==> src/rtl/pipe_stall_ctrl.sv <==
// pipe_stall_ctrl: per-stage hold vector, flush/redirect sequencing and saturating stall-cycle counter
module pipe_stall_ctrl #(
  parameter int PC_W = 32,
  parameter logic [PC_W-1:0] EXC_VECTOR = 32'h0000_0020,
  parameter logic [PC_W-1:0] TMO_VECTOR = 32'h0000_0040,
  parameter int STALL_TIMEOUT = 64,
  parameter int CNT_W = 32
) (
  input  logic            clk,
  input  logic            rst,
  input  logic            stallreq_id,
  input  logic            stallreq_ex,
  input  logic            stallreq_mem,
  input  logic            exc_req,
  input  logic            eret_req,
  input  logic [PC_W-1:0] epc_i,
  output logic [5:0]      stall,
  output logic            flush,
  output logic [PC_W-1:0] new_pc,
  output logic            timeout_err,
  output logic [CNT_W-1:0] stall_cycles
);
  localparam int TW = $clog2(STALL_TIMEOUT);
  localparam logic [0:0] RUN = 1'b0, FLUSH = 1'b1;
  logic [0:0]      state_q, state_d;
  logic [PC_W-1:0] new_pc_q, new_pc_d;
  logic            err_q, err_d;
  logic [TW-1:0]   tmo_q, tmo_d;
  logic [CNT_W-1:0] cnt_q, cnt_d;
  logic            run, tmo_hit, exc_go, eret_go;
  // exc/eret are deferred while mem stalls; the mem stage re-presents them once it is unstalled
  always_comb begin
    run      = state_q == RUN;
    stall    = (rst || !run) ? 6'b000000 : stallreq_mem ? 6'b011111 : stallreq_ex ? 6'b001111 : stallreq_id ? 6'b000111 : 6'b000000;
    tmo_hit  = run && stallreq_mem && tmo_q == TW'(STALL_TIMEOUT - 1);
    exc_go   = run && exc_req && !stallreq_mem;
    eret_go  = run && eret_req && !exc_req && !stallreq_mem;
    state_d  = (tmo_hit || exc_go || eret_go) ? FLUSH : RUN;
    new_pc_d = tmo_hit ? TMO_VECTOR : exc_go ? EXC_VECTOR : eret_go ? epc_i : new_pc_q;
    tmo_d    = (run && stallreq_mem && !tmo_hit) ? tmo_q + 1'b1 : '0;
    err_d    = err_q | tmo_hit;
    cnt_d    = (stall != 6'b000000 && cnt_q != '1) ? cnt_q + 1'b1 : cnt_q;
  end
  always_ff @(posedge clk) begin
    if (rst) begin
      state_q  <= RUN;
      new_pc_q <= '0;
      err_q    <= 1'b0;
      tmo_q    <= '0;
      cnt_q    <= '0;
    end else begin
      state_q  <= state_d;
      new_pc_q <= new_pc_d;
      err_q    <= err_d;
      tmo_q    <= tmo_d;
      cnt_q    <= cnt_d;
    end
  end
  assign flush        = state_q == FLUSH;
  assign new_pc       = new_pc_q;
  assign timeout_err  = err_q;
  assign stall_cycles = cnt_q;
endmodule

==> config.mk <==
export PLATFORM = sky130hd
export DESIGN_NAME = pipe_stall_ctrl
export DESIGN_NICKNAME = d
export VERILOG_FILES = /design/src/rtl/pipe_stall_ctrl.sv
export SDC_FILE = /design/constraint.sdc
export NUM_CORES = 1
export LEC_CHECK = 0
export BUFFER_PORTS_ARGS = -buffer_cell sky130_fd_sc_hd__buf_2
export CAP_MARGIN = 30
export CORE_ASPECT_RATIO = 1.25
export CORE_MARGIN = 8
export CORE_UTILIZATION = 54
export CTS_CLUSTER_DIAMETER = 100
export DETAILED_ROUTE_END_ITERATION = 12
export PLACE_DENSITY = 0.85
export SETUP_SLACK_MARGIN = 0.5
export SYNTH_ARGS = -nofsm -noshare
export SYNTH_HDL_FRONTEND = slang
export SYNTH_SLANG_ARGS = --single-unit
==> constraint.sdc <==
create_clock -name clk -period 3.52 [get_ports clk]
set_input_delay 0.176 -clock clk [delete_from_list [all_inputs] [get_ports clk]]
set_output_delay 0.176 -clock clk [all_outputs]
set_load 0.03 [all_outputs]
==> summary.md <==
| Metric | Value |
|---|---|
| Commonest non-fill, non-tap cell in the layout | buf_2 |
| Hold Path Class | in -> reg |
| Antenna violations before repair | 0 |
| CTS buffer count | 9 |
| Crit path DAT | 2720 ps |
| Antenna viol nets, final | 0 |
| Most used flip-flop cell after synthesis | dfxtp_1 |
| Post-CTS sizing | 0 |
| Synthesized cell area | 3230 µm² |
| IO Pins | 111 |
| Post-CTS Hold Fix Bufs | 0 |
| CTS tree | done |
| Dpl ws | 1040 ps |
| Max clock buf depth | 2 |
| Antenna diode count | 0 |
| Share of post-route cells with drive strength above 1 | 0.300 |
| Area Growth Syn to Fin | 24.5% |
| Headroom to the max-slew limit | 0.504 |
| Critical Path Source | stall_cycles[0]$_SDFFE_PP0P_ |
| Distinct cells, synth | 53 |
| Largest net degree at the start of global routing | 36 |
| Remaining DRCs | 0 |
| Final min period | 2520 ps |
| Max Clock Freq | 397 MHz |
| Layout Nets | 526 |
| Worst-Skew Late Latency | 350 ps |
| Total number of vias | 3267 |
| Worst EP required | 3730 ps |
| HP Start | epc_i[8] |
| DIE WIDTH | 85.2 µm |
| TritonCTS Sinks | 72 |
| Die height | 103 µm |
| HPWL after DPL | 6.46 mm |
| Vias per inst | 5.88 |
| Max-cap violations | 0 |
| FP Rows | 31 |
| Root Buffer | clkbuf_8 |
| Cells after Synth | 385 |
| RSZ-0062 raised after global routing | false |
| Leak | 1.65 nW |
| GPL Wtd Cong | 0.884 |
| Area after DPL | 3750 µm² |
| Post-route cell area | 4030 µm² |
| Final Cycle Share | 0.715 |
| Register area share after synthesis | 0.446 |
| Number of flops mapped to enable cells by yosys | 0 |
| Setup WS post-layout | 1000 ps |
| Final Hold Viols | 0 |
| Reg-to-reg startpoint | stall_cycles[0]$_SDFFE_PP0P_ |
| Initial Util | 0.559 |
| Setup Viol. Count Final | 0 |
| Die area | 8730 µm² |
| GR Util All Layers | 0.207 |
| First-pass GRT wire length | 14.7 mm |
| Postcts setup bufs | 0 |
| Syn avg cell area | 8.40 µm² |
| Power Density | 452 nW/µm² |
| Min Hold Slack | 54.5 ps |
| FFs w/ async S/R, synth | 0 |
| Port Buffers | 109 |
| Remaining Overflow, GRT | 0 |
| Worst-Margin Slew | 744 ps |
| Vias in the first global route | 3202 |
| Starting DRT DRC Count | 261 |
| Critical Path End Type | flip-flop |
| IR drop worst, VDD | 366 µV |
| Crit Path Category | reg -> reg |
| Status | finished clean |
| Post-synth net total | 426 |
| Synth Warn # | 0 |
| Final WL | 8.94 mm |
| Power, Total | 1.82 mW |
| Core ar. | 5780 µm² |
| CP startpoint kind | flip-flop |
| Largest fanout on the critical path | 22 |
| Clk slew on worst S/H paths | 80 ps |
| Avg WL per Cell | 16.1 µm |
| Drt pass-1 iters | 5 |
| Most frequent cells in the layout | buf_2, nand2_1, dfxtp_1, a21oi_1, nor2_1 |
| Final TNS setup | 0 ps |
| H-tree levels | 3 |
| Yosys reg bits | 72 |
| Max-slew violation count | 0 |
| Clock Skew | 10.2 ps |
layer usage:
layer / wire (µm) / vias to the layer above / GRT usage
met2: 4510 / 125 / 0.355
met5: 0 / - / 0
li1: - / 1588 / -
met4: 125 / 0 / 0.0769
met1: 3500 / 1540 / 0.228
met3: 809 / 14 / 0.0774
report_power, final:
part / internal, mW / total [mW] / switching [mW]
registers: 0.833 / 0.850 / 0.0176
clock network: 0.472 / 0.800 / 0.329
logic: 0.0581 / 0.168 / 0.110
registers in the layout (all words and copies together), names as in the netlist:
signal and flops:
timeout_err 1, new_pc 32, tmo_q 6, flush 1, stall_cycles 32
metrics by stage:
| step | std cells | utilization |
|---|---|---|
| floorplan | 385 | - |
| global placement | 538 | 0.647 |
| detailed placement | 539 | 0.650 |
| CTS | 555 | 0.692 |
| global route | 556 | 0.697 |
| finish | 556 | 0.697 |
critical path, stage by stage, from the launching register on:
cell and delay (ps):
dfxtp_1 420, ha_1 220, nand3_1 150, nor4_2 340
and4_1 730, buf_4 320, or4_1 130, a21oi_1 60
layout make-up:
cell class              instances  area (µm²)
flip-flops and latches         72        1440
clock buffers                   9         124
inverters                       5        18.8
multi-input cells             284        1640
well taps                      66        82.6
repair buffers                113         603
fillers                       445        1750
clock inverters                 7         120
cells by family after synthesis:
kind of cell               Yosys count  synth area share
and+or+nand+nor                    177             0.287
AOI/OAI and AO/OA                   95             0.180
DFF                                 72             0.446
buffers and inverters               29            0.0491
muxes                                5            0.0182
xor gates and xnor gates             4            0.0108
adders and majority gates            2           0.00774
other                                1           0.00116
worst paths after layout:
check / cells past startpoint / slack, ps / to
worst min-delay path: 3 / 50 / new_pc[8]$_SDFFE_PP0P_
worst max-delay path: 7 / 1000 / stall_cycles[8]$_SDFFE_PP0P_
worst min register to register: 2 / 450 / new_pc[15]$_SDFFE_PP0P_
worst max register to register: 7 / 1000 / stall_cycles[8]$_SDFFE_PP0P_
synth_stat cells (all sizes together) (4+ instances only):
master  count  area, µm²
and4        5       46.3
or3         6       37.5
a211oi      5       37.5
a21oi      52        260
and3        6       37.5
nor2b       4       25.0
o31ai      17        128
or4        15        113
nor2       20       80.1
nand4      10       68.8
inv         4       15.0
o21ai       7       35.0
nand3      16       85.1
buf        16        110
nand2      80        300
mux2        4       48.8
dfxtp      72       1440
clkbuf      8       30.0
(Power assumes the default switching activity.)
